===== src/rtl/pll_reset_sequencer.sv =====
// PLL lock qualifier and system reset sequencer.
// Filters the PLL lock flag, releases sys_reset, and drives the pixel strobe.
module pll_reset_sequencer #(
  parameter int LOCK_FILTER = 1024,
  parameter int RESET_HOLD  = 16,
  parameter int PIXEL_DIV   = 8
) (
  input  logic       clock_in,
  input  logic       reset,
  input  logic       locked,
  input  logic       lock_lost_clear,
  output logic       sys_reset,
  output logic       ready,
  output logic       pixel_stb,
  output logic [7:0] lock_lost_count
);

  localparam int CMAX = (LOCK_FILTER > RESET_HOLD) ?
                        LOCK_FILTER : RESET_HOLD;
  localparam int CW = $clog2((CMAX > 2) ? CMAX : 2);
  localparam int PW = $clog2((PIXEL_DIV > 2) ? PIXEL_DIV : 2);

  localparam logic [CW-1:0] FILT_LAST = CW'(LOCK_FILTER - 1);
  localparam logic [CW-1:0] HOLD_LAST = CW'(RESET_HOLD - 1);
  localparam logic [PW-1:0] PDIV_LAST = PW'(PIXEL_DIV - 1);

  typedef enum logic [1:0] {
    WAIT_LOCK,
    FILTER,
    HOLD,
    RUN
  } state_t;

  state_t        state_q;
  state_t        state_d;
  logic [CW-1:0] cnt_q;
  logic [CW-1:0] cnt_d;
  logic [PW-1:0] pdiv_q;
  logic [PW-1:0] pdiv_d;
  logic [1:0]    sync_q;
  logic          locked_sync;
  logic          loss;
  logic          run_d;
  logic          stb_d;
  logic [7:0]    llc_base;
  logic [7:0]    llc_d;

  // locked comes from the PLL's own domain logic; treat as async
  always_ff @(posedge clock_in or posedge reset) begin
    if (reset) begin
      sync_q <= 2'b00;
    end else begin
      sync_q <= {sync_q[0], locked};
    end
  end

  assign locked_sync = sync_q[1];

  always_comb begin
    state_d = state_q;
    cnt_d   = cnt_q;
    loss    = 1'b0;
    unique case (state_q)
      WAIT_LOCK: begin
        cnt_d = '0;
        if (locked_sync) state_d = FILTER;
      end
      FILTER: begin
        if (!locked_sync) begin
          state_d = WAIT_LOCK;
          cnt_d   = '0;
        end else if (cnt_q == FILT_LAST) begin
          state_d = HOLD;
          cnt_d   = '0;
        end else begin
          cnt_d = cnt_q + 1'b1;
        end
      end
      HOLD: begin
        if (!locked_sync) begin
          state_d = WAIT_LOCK;
          cnt_d   = '0;
        end else if (cnt_q == HOLD_LAST) begin
          state_d = RUN;
          cnt_d   = '0;
        end else begin
          cnt_d = cnt_q + 1'b1;
        end
      end
      RUN: begin
        cnt_d = '0;
        if (!locked_sync) begin
          state_d = WAIT_LOCK;
          loss    = 1'b1;
        end
      end
      default: begin
        state_d = WAIT_LOCK;
        cnt_d   = '0;
      end
    endcase
  end

  // pixel divider only runs while staying in RUN
  always_comb begin
    run_d  = (state_d == RUN);
    pdiv_d = '0;
    stb_d  = 1'b0;
    if (run_d && state_q == RUN) begin
      pdiv_d = (pdiv_q == PDIV_LAST) ? '0 : pdiv_q + 1'b1;
    end
    if (run_d) begin
      if (PIXEL_DIV == 1) begin
        stb_d = 1'b1;
      end else begin
        stb_d = (state_q == RUN) && (pdiv_q == PDIV_LAST);
      end
    end
  end

  // clear wins first, then a coincident loss counts on top of it
  always_comb begin
    llc_base = lock_lost_clear ? 8'd0 : lock_lost_count;
    llc_d    = llc_base;
    if (loss && llc_base != 8'hFF) begin
      llc_d = llc_base + 8'd1;
    end
  end

  always_ff @(posedge clock_in or posedge reset) begin
    if (reset) begin
      state_q         <= WAIT_LOCK;
      cnt_q           <= '0;
      pdiv_q          <= '0;
      sys_reset       <= 1'b1;
      ready           <= 1'b0;
      pixel_stb       <= 1'b0;
      lock_lost_count <= 8'd0;
    end else begin
      state_q         <= state_d;
      cnt_q           <= cnt_d;
      pdiv_q          <= pdiv_d;
      sys_reset       <= ~run_d;
      ready           <= run_d;
      pixel_stb       <= stb_d;
      lock_lost_count <= llc_d;
    end
  end

endmodule


===== config.mk =====
export PLATFORM = sky130hd
export DESIGN_NAME = pll_reset_sequencer
export DESIGN_NICKNAME = d
export VERILOG_FILES = /design/src/rtl/pll_reset_sequencer.sv
export SDC_FILE = /design/constraint.sdc
export NUM_CORES = 1
export LEC_CHECK = 0
export BUFFER_PORTS_ARGS = -buffer_cell sky130_fd_sc_hd__buf_4
export CORE_AREA = 2 2 60 62
export DETAILED_ROUTE_END_ITERATION = 6
export DIE_AREA = 0 0 62 64
export HOLD_SLACK_MARGIN = 0.06
export PLACE_DENSITY = 0.61
export SLEW_MARGIN = 10
export SYNTH_ARGS = -nofsm -noshare
export SYNTH_HDL_FRONTEND = slang
export SYNTH_SLANG_ARGS = --single-unit

===== constraint.sdc =====
create_clock -name clock_in -period 2.5 [get_ports clock_in]
set_input_delay 0.125 -clock clock_in [delete_from_list [all_inputs] [get_ports clock_in]]
set_output_delay 0.125 -clock clock_in [all_outputs]
set_load 0.01 [all_outputs]

==> results.md <==
* Commonest non-fill, non-tap cells in the layout: 27 x dfrtp_1, 15 x buf_4, 7 x inv_1
* Post-synthesis register bit count at 28
* Commonest non-fill, non-tap cell in the layout: dfrtp_1
* Dpl hpwl at roughly 1800 um
* Total power at 0.7175 mW
* Number of diodes at 0
* Die Wd at 62 um
* # hold bufs at CTS at 3
* Final setup vio count at 0
* CTS Sinks at 28
* Area of the mapped netlist at 1451 um2
* Critical path type: register to register
* Drt via density at 5.342
* CP startpoint kind: register
* Post-route DRC at 0
* First-pass GRT wire length at between 4000 and 5000 um
* Post-Syn Area per Cell at ~12 um2
* CTS Buffer Depth at 2
* Worst rel slew slack at between 60% and 70%
* GRT met2 Usage at 22.27%
* HP Class: register to register
* Data required, critical path at approximately 2.7 ns
* Gate Count Post-Synth at 126
* Total GRT Usage at between 10% and 20%
* Leak at ~0.74 nW
* Core ar. at approximately 3300 um2
* Layout filler cell count at slightly above 300
* H-tree Lvls at 1
* Setup repair after global routing missed its margin: no
* Sw Share at 21.94%
* Pwr dens at roughly 430 nW/um2
* Post-detailed-route count of antenna-violating nets at 0
* CP arrival at around 2.1 ns
* Unique masters post-synth at 50
* TritonCTS clock tree: done
* Worst Hold Path Cells at 0
* Synth Flop Type: dfrtp_1
* Clock network fraction of total power at roughly 31%
* Internal power at ~0.56 mW
* CP max FO at 5
* Syn nets at 134
* Worst-Margin Slew at about 0.59 ns
* Placer Congestion at about 0.77
* Tmin final at around 1.9 ns
* Register-to-Register Path Depth at 5
* Initial antenna violation count at 0
* Met1 usage at a little under a fifth
* Largest net degree at the start of global routing at 29
* Number of synthesized flops with an enable pin at 0
* Port Buf Inserts at 14
* Io pins at 15
* Total CTS buffers at 3
* Row cnt at 21
* Worst-Skew Late Latency at 0.33 ns
* Comb pwr share at around 4.3%
* Seq/Total Area, Yosys at approximately half
* Final WL at approximately 2600 um
* GRT overflow at 0
* Fin nets at between 150 and 200
* Sequential share of power at between 60% and 70%
* CTS resizes at 0
* Vias in the first global route at around 980
* Peak supply drop at about 0.22 mV
* Final Hold Viols at 0
* FMAX at 528.5 MHz
* Switching pwr at ~0.16 mW
* Die outline height at 64 um
* Vias at about 1000
* Clock Skew at approximately 0.0054 ns
* Async SR Flop Fraction at 100.0%
* Max Cap Violations at 0
* DR pass1 iterations at 3
* Outcome: completed
* Post-CTS setup buffer count at 0
* Share of cells above drive strength 1 at 25.00%
* Period utilization at between 70 and 80%
* GRT busiest layer: met2
* Synth warnings at 0
* Sum of negative setup slack at 0 ns
* Clock root cell: clkbuf_4
* Number of DRC markers in iteration 0 at just over 60
* GRT met3 Usage at slightly above 2%
* Clock slew at reported path FFs at around 0.15 ns
* Area delta synth->final at 13.97%
* Setup crit end kind: register
* Starting Density at about 44%
* Final Max Slew Viols at 0
* Drt wl/cell at 13.48 um
* Full die area at 3968 um2
==> layer usage <==
| layer | vias up | wire length (um) | share of wire, % |
|---|---|---|---|
| met5 | - | 0 | 0 |
| met4 | 0 | 39 | 1.5 |
| met3 | 4 | 70 | 2.7 |
| met2 | 11 | 1247 | 49 |
| met1 | 503 | 1205 | 47 |
| li1 | 497 | - | - |
==> metrics by stage <==
stage | worst slack [ns] | hold slack (ns) | cells | util, % | cell area [um2]
final | 0.6078 | 0.3660 | 190 | 50.36 | 1654
after global routing | 0.4714 | 0.3795 | 190 | 50.36 | 1654
after CTS | 0.6006 | 0.3686 | 190 | 50.36 | 1654
after detailed placement | 0.6181 | 0.2281 | 183 | 48.34 | 1588
after global placement | 0.6940 | 0.2205 | 183 | 48.34 | 1588
after floorplan | 0.6650 | 0.1564 | 126 | - | 1451
==> Yosys cell counts (all sizes together) (2+ instances only) <==
| cell | instances | area share [%] |
|---|---|---|
| a2111oi | 2 | 2.1 |
| a211oi | 2 | 1.0 |
| a21oi | 5 | 1.7 |
| a22oi | 5 | 2.6 |
| and2 | 3 | 1.3 |
| and3b | 2 | 1.4 |
| buf | 3 | 2.1 |
| dfrtp | 27 | 47 |
| ha | 4 | 3.4 |
| inv | 7 | 1.8 |
| mux2 | 4 | 3.1 |
| nand2 | 4 | 1.0 |
| nand2b | 3 | 1.3 |
| nand3 | 5 | 2.1 |
| nand4 | 2 | 0.86 |
| nor2 | 3 | 0.78 |
| nor2b | 5 | 2.2 |
| o21ai | 4 | 1.4 |
| o31ai | 3 | 2.8 |
| or3 | 4 | 1.9 |
| or4 | 3 | 1.8 |
| xnor2 | 5 | 3.0 |
==> power by group through the flow <==
stage / clock network [mW] / registers [mW] / logic [mW]
floorplan: 0 / 0.467 / 0.0247
CTS: 0.235 / 0.463 / 0.0323
finish: 0.224 / 0.463 / 0.0310
global route: 0.256 / 0.464 / 0.0354
detailed placement: 0 / 0.471 / 0.0285
global placement: 0 / 0.471 / 0.0280
==> path summary, 6_finish.rpt <==
kind | startpoint | end | slack (ns)
max | lock_lost_count[1] | lock_lost_count[5] | 0.61
min | sync_q[0] | sync_q[1] | 0.37
max reg2reg | lock_lost_count[1] | lock_lost_count[5] | 0.61
min reg2reg | sync_q[0] | sync_q[1] | 0.37
max in group asynchronous | reset | sys_reset | 1.80
min in group asynchronous | reset | lock_lost_count[0] | 0.39
==> final cells by class <==
type | instances | area [um2] | share of cell area (%)
inverters | 7 | 26.28 | 1.588
well taps | 46 | 57.56 | 3.480
multi-input cells | 87 | 689.4 | 41.68
repair buffers | 18 | 142.6 | 8.623
flip-flops and latches | 28 | 701.9 | 42.44
clock buffers | 4 | 36.28 | 2.194
==> critical path, stage by stage, from the launching register on <==
cell	delay, ns
dfrtp_1	0.43
nor2b_1	0.15
ha_1	0.22
and4b_1	0.25
a2111oi_2	0.39
mux2_1	0.36
==> state kept, by name, indices dropped and copies added, names as in the netlist <==
name,cells
cnt_q,10
lock_lost_count,8
pdiv_q,3
pixel_stb,1
ready,1
state_q,2
sync_q,2
sys_reset,1
==> cells by family after synthesis <==
logic type               synth area share, %
AND/OR/NAND/NOR                        20.95
XOR/XNOR                               3.621
AO/OA/AOI/OAI                          16.38
multiplexers                           3.103
buffers and inverters                  4.138
flip-flops                             48.36
adder cells (fa/ha/maj)                3.448
Power figures use the tool's default switching activity.
